**src/rtl/udp_payload_extractor.sv**
```systemverilog
// udp_payload_extractor: delimits CDC byte frames by idle gaps, validates Ethernet II/IPv4/UDP
// headers and forwards only the UDP payload with SOP/EOP framing.
module udp_payload_extractor #(
  parameter int GAP_CYCLES = 8,
  parameter logic [15:0] UDP_PORT = 16'd26400
) (
  input  logic        clkIn,
  input  logic        rstIn,
  input  logic [7:0]  dataIn,
  input  logic        dataValidIn,
  input  logic        dataErrIn,
  output logic [7:0]  payloadDataOut,
  output logic        payloadValidOut,
  output logic        payloadSopOut,
  output logic        payloadEopOut,
  output logic        payloadAbortOut,
  output logic        frameDropOut,
  output logic [15:0] dropCntOut
);
  localparam int GW = $clog2(GAP_CYCLES + 1);
  localparam logic [2:0] IDLE = 3'd0, ETH = 3'd1, IP = 3'd2, UDP = 3'd3, PAY = 3'd4, TAIL = 3'd5, DROP = 3'd6;

  logic [2:0]    state;
  logic [GW-1:0] gapCnt;
  logic [5:0]    off;
  logic [15:0]   len, payCnt;
  logic          first;
  logic          gapNow, gapSat, inHdr, hdrBad, startCyc, dropEv, abortEv, byteOk;

  always_comb begin
    gapNow   = !dataValidIn && gapCnt == GW'(GAP_CYCLES - 1);
    gapSat   = gapCnt == GW'(GAP_CYCLES);
    byteOk   = dataValidIn && !dataErrIn;
    inHdr    = state == ETH || state == IP || state == UDP;
    // a truncation drop leaves the counter saturated, so that cycle may already start a new frame
    startCyc = state == IDLE || (state == DROP && gapSat);
    hdrBad   = (off == 6'd12 && dataIn != 8'h08) || (off == 6'd13 && dataIn != 8'h00) ||
               (off == 6'd14 && dataIn != 8'h45) || (off == 6'd23 && dataIn != 8'h11) ||
               (off == 6'd36 && dataIn != UDP_PORT[15:8]) || (off == 6'd37 && dataIn != UDP_PORT[7:0]) ||
               (off == 6'd39 && {len[15:8], dataIn} < 16'd9);
    abortEv  = state == PAY && (gapNow || (dataValidIn && dataErrIn));
    dropEv   = abortEv || (startCyc && dataValidIn && dataErrIn) ||
               (inHdr && (gapNow || (dataValidIn && (dataErrIn || hdrBad))));
  end

  always_ff @(posedge clkIn or posedge rstIn) begin
    if (rstIn) begin
      state           <= IDLE;
      gapCnt          <= '0;
      off             <= '0;
      len             <= '0;
      payCnt          <= '0;
      first           <= 1'b0;
      payloadDataOut  <= 8'h00;
      payloadValidOut <= 1'b0;
      payloadSopOut   <= 1'b0;
      payloadEopOut   <= 1'b0;
      payloadAbortOut <= 1'b0;
      frameDropOut    <= 1'b0;
      dropCntOut      <= '0;
    end else begin
      payloadValidOut <= 1'b0;
      payloadSopOut   <= 1'b0;
      payloadEopOut   <= 1'b0;
      payloadAbortOut <= abortEv;
      frameDropOut    <= dropEv;
      gapCnt          <= dataValidIn ? '0 : gapSat ? gapCnt : gapCnt + 1'b1;
      if (dropEv && dropCntOut != 16'hFFFF) dropCntOut <= dropCntOut + 16'd1;
      case (state)
        IDLE, DROP: begin
          if (startCyc && dataValidIn) begin
            state <= dataErrIn ? DROP : ETH;
            off   <= 6'd1;
          end else if (state == DROP && (gapNow || gapSat)) state <= IDLE;
        end
        ETH, IP, UDP: begin
          if (dropEv) state <= DROP;
          else if (byteOk) begin
            off <= off + 6'd1;
            if (off == 6'd38) len[15:8] <= dataIn;
            if (off == 6'd39) len[7:0] <= dataIn;
            if (off == 6'd41) begin
              payCnt <= len - 16'd8;
              first  <= 1'b1;
            end
            state <= off == 6'd13 ? IP : off == 6'd33 ? UDP : off == 6'd41 ? PAY : state;
          end
        end
        PAY: begin
          if (dropEv) state <= gapNow ? IDLE : DROP;
          else if (byteOk) begin
            payloadDataOut  <= dataIn;
            payloadValidOut <= 1'b1;
            payloadSopOut   <= first;
            payloadEopOut   <= payCnt == 16'd1;
            payCnt          <= payCnt - 16'd1;
            first           <= 1'b0;
            if (payCnt == 16'd1) state <= TAIL;
          end
        end
        TAIL: if (gapNow) state <= IDLE;
        default: state <= IDLE;
      endcase
    end
  end
endmodule

```
**config.mk**
```make
export PLATFORM = sky130hd
export DESIGN_NAME = udp_payload_extractor
export DESIGN_NICKNAME = d
export VERILOG_FILES = /design/src/rtl/udp_payload_extractor.sv
export SDC_FILE = /design/constraint.sdc
export NUM_CORES = 1
export LEC_CHECK = 0
export ABC_AREA = 0
export BUFFER_PORTS_ARGS = -buffer_cell sky130_fd_sc_hd__clkbuf_2
export CAP_MARGIN = 20
export CORE_ASPECT_RATIO = 1.4
export CORE_UTILIZATION = 35
export DETAILED_ROUTE_END_ITERATION = 7
export PLACE_DENSITY = 0.58
export SLEW_MARGIN = 10
export SYNTH_ARGS = -nofsm -noshare
export SYNTH_HDL_FRONTEND = slang
export SYNTH_SLANG_ARGS = --single-unit
```
**constraint.sdc**
```tcl
create_clock -name clkIn -period 2.9 [get_ports clkIn]
set_input_delay 0.29 -clock clkIn [delete_from_list [all_inputs] [get_ports clkIn]]
set_output_delay 0.29 -clock clkIn [all_outputs]
set_load 0.02 [all_outputs]
```
==> summary.txt <==
Status
  – Status: complete, no violations

Synthesis
  – Post-synthesis sequential area ratio: 0.440
  – Syn_nets: 469
  – Warning count from the yosys run: 0
  – Synth Cell Area: 4270 µm²
  – #FFs+latches synth: 75
  – Synth Area per Inst: 9.54 µm²
  – Synth top area share: 0.440
  – Distinct cells, synth: 65
  – Post-synth EDFFs: 0
  – Post-synthesis cell count: 447
  – Cell taking the most area after synthesis: dfrtp_1
  – Async S/R FF share, synth: 1.00
  – Top_reg_cell synth: dfrtp_1
  – Synth area leaders: dfrtp_1, mux2_2, nand2_1, xnor2_1, ha_1

Detailed routing
  – Vias after detailed routing: 3603
  – Routed len/inst: 16.4 µm
  – Post-route ant nets: 0
  – Drt first-iter violations: 162
  – Vias/cell: 5.56
  – Drt pass-1 iters: 4
  – Drt drc: 0
  – Total wire length: 10700 µm

STA
  – Final hold slack: 0.0583 ns
  – Max-slew headroom: 0.517
  – Worst-Margin Slew: 0.724 ns
  – Fin Setup TNS: 0 ns
  – Final Slew Violations: 0
  – Tcrit/Tclk final: 0.885
  – RSZ-0062 raised after global routing: no
  – Final Hold Viols: 0
  – Final setup viols: 0
  – Fmax: 0.390 GHz
  – Minimum clock period: 2.57 ns
  – Final Skew: 0.00526 ns

Clock tree
  – CTS H-Tree Depth: 3
  – Hold Buf Count CTS: 0
  – # Post-CTS Setup Buffers: 0
  – Clock Path Buffers: 2
  – Clock sinks: 75
  – Resized cells post-CTS: 0
  – CTS tree: yes
  – TritonCTS Buffers: 9
  – Root buffer cell: clkbuf_16
  – Worst skew pair latency: 0.33 ns
  – Clk slew on worst S/H paths: 0.06 ns

GRT
  – First-pass GRT wire length: 17700 µm
  – Largest net degree at the start of global routing: 45
  – GRT Resource Usage Total: 0.183
  – Total gr overflow: 0
  – Antenna violations before repair: 0
  – Number of global-route vias before repair: 3593

Placed design
  – GP Congestion: 0.811
  – DP HPWL: 7910 µm
  – Placed cell count: 634
  – Count of input and output buffers: 40

Finish
  – Final Non-Filler Cells: 648
  – Multi-input gate area: 2260 µm²
  – Seq. cell area: 1880 µm²
  – Nets: 520
  – Number of fill cells: 1188
  – Antenna diode instance count: 0
  – Area delta synth->final: 18.2%
  – Layout cells sized above 1: 0.212

Floorplanning
  – Die Wd: 95.3 µm
  – Row count: 47
  – DIE AREA: 12600 µm²
  – Die Span Y: 133 µm
  – Number of top-level pins: 41
  – Starting Density: 0.359
  – Core region area: 11900 µm²

Worst setup path
  – Critical Path, Cell by Cell: or4_1 > nor3_1 > a31oi_2 > and3_1 > nor3_1 > mux2_2
  – Number of stages on the worst setup path: 6
  – CP Data Arrival Time: 2.79 ns
  – Critical Path Sink Type: flop
  – Startpoint types: flop
  – Delay of the slowest critical-path stage: 0.62 ns
  – Cell mode on critical path: nor3_1
  – Worst R2R Path Depth: 6
  – Bufs and invs on worst path: 0
  – CP delay by family, top: simple AND/OR/NAND/NOR gates
  – R2R Setup Slk: 0.33 ns
  – Crit path max fanout: 5
  – Critical Path RT: 3.12 ns
  – Classification of the worst setup path: flop to flop
  – Worst path slowest cell: or4_1

Power and ir drop
  – Lkg Pwr: 2.22 nW
  – Pwr Density: 750 nW/µm²
  – Peak supply drop: 271 µV

Hold path
  – Min-delay worst type: input pin to asynchronous set/reset pin

Flow run
  – # Max-Cap Violations: 0
## state kept, by name, summed over array words and instances (netlist names)
register and flops:
payloadSopOut 1, payCnt 16, payloadDataOut 8, frameDropOut 1, payloadAbortOut 1, off 6
dropCntOut 16, first 1, state 3, len 16, gapCnt 4, payloadValidOut 1
payloadEopOut 1
## worst paths after layout
path	startpoint	end
max	len[10]	dropCntOut[1]
min	rstIn	dropCntOut[6]
max reg2reg	len[10]	dropCntOut[1]
min reg2reg	payloadDataOut[4]	payloadDataOut[4]
max in group asynchronous	rstIn	payCnt[13]
min in group clkIn	dataIn[7]	payloadDataOut[7]
## cell type report
type / instances / share of cell area
multi-input cells: 339 / 0.449
flip-flops and latches: 75 / 0.372
repair buffers: 58 / 0.0690
clock buffers: 12 / 0.0509
well taps: 147 / 0.0365
clock inverters: 2 / 0.0119
inverters: 15 / 0.0112
## layer usage
metal,wire length [µm],vias up,global-route usage,share of wire
met2,5510,87,0.310,0.52
met4,407,0,0.104,0.038
li1,-,1733,-,-
met5,0,-,0,0
met3,303,24,0.0333,0.028
met1,4440,1759,0.211,0.42
## cell families (layout without fill, tap and decap cells)
logic type / after synthesis / after routing / synth area share
and+or+nand+nor: 186 / 186 / 0.242
AOI/OAI and AO/OA: 94 / 94 / 0.146
DFF: 75 / 75 / 0.440
buffers and inverters: 33 / 87 / 0.0299
xor gates and xnor gates: 27 / 27 / 0.0554
muxes: 22 / 22 / 0.0575
adders and majority gates: 10 / 10 / 0.0293
## stage by stage
stage	area, µm²	worst slack (ns)	utilization	power, mW
4_1_cts	5040	0.339	0.425	3.82
5_1_grt	5040	0.232	0.425	4.02
2_1_floorplan	4270	0.519	-	2.22
3_3_place_gp	4730	0.310	0.398	2.58
3_5_place_dp	4730	0.224	0.398	2.60
6_report	5040	0.334	0.425	3.78
## power by group
group          switching [mW]  internal, mW
clock network           0.409         0.791
logic                   0.681         0.456
registers               0.210          1.24
total                    1.30          2.48
## synth_stat cells, types with 8 or more instances
| master | count |
|---|---|
| ha_1 | 10 |
| a21oi_1 | 21 |
| nor3_1 | 15 |
| xnor2_1 | 19 |
| and3_1 | 8 |
| nand2_1 | 49 |
| o22ai_1 | 11 |
| mux2_2 | 20 |
| nand3_1 | 12 |
| nand4_1 | 14 |
| dfrtp_1 | 75 |
| nor2_1 | 33 |
| clkbuf_1 | 13 |
| inv_1 | 15 |
| xor2_1 | 8 |
| nor4_1 | 9 |
| o21ai_0 | 21 |
## placed cells by master (no fill, tap or decap), types with 3 or more instances in the layout
cell type and n:
dfrtp_1 75, nand2_1 49, clkbuf_2 40, nor2_1 33, a21oi_1 21, o21ai_0 21, mux2_2 20, xnor2_1 19
buf_4 17, nor3_1 15, inv_1 14, nand4_1 14, nand3_1 12, o22ai_1 11, ha_1 10, nor4_1 9
clkbuf_16 9, xor2_1 8, and3_1 8, o211ai_1 7, or3_1 5, nor3b_1 4, o31ai_1 4, a22oi_1 4
or4_1 3, nand4b_1 3, a211oi_1 3, and2_1 3, and4_1 3, o41ai_1 3
Note: power is estimated with default switching activity, not from simulation.
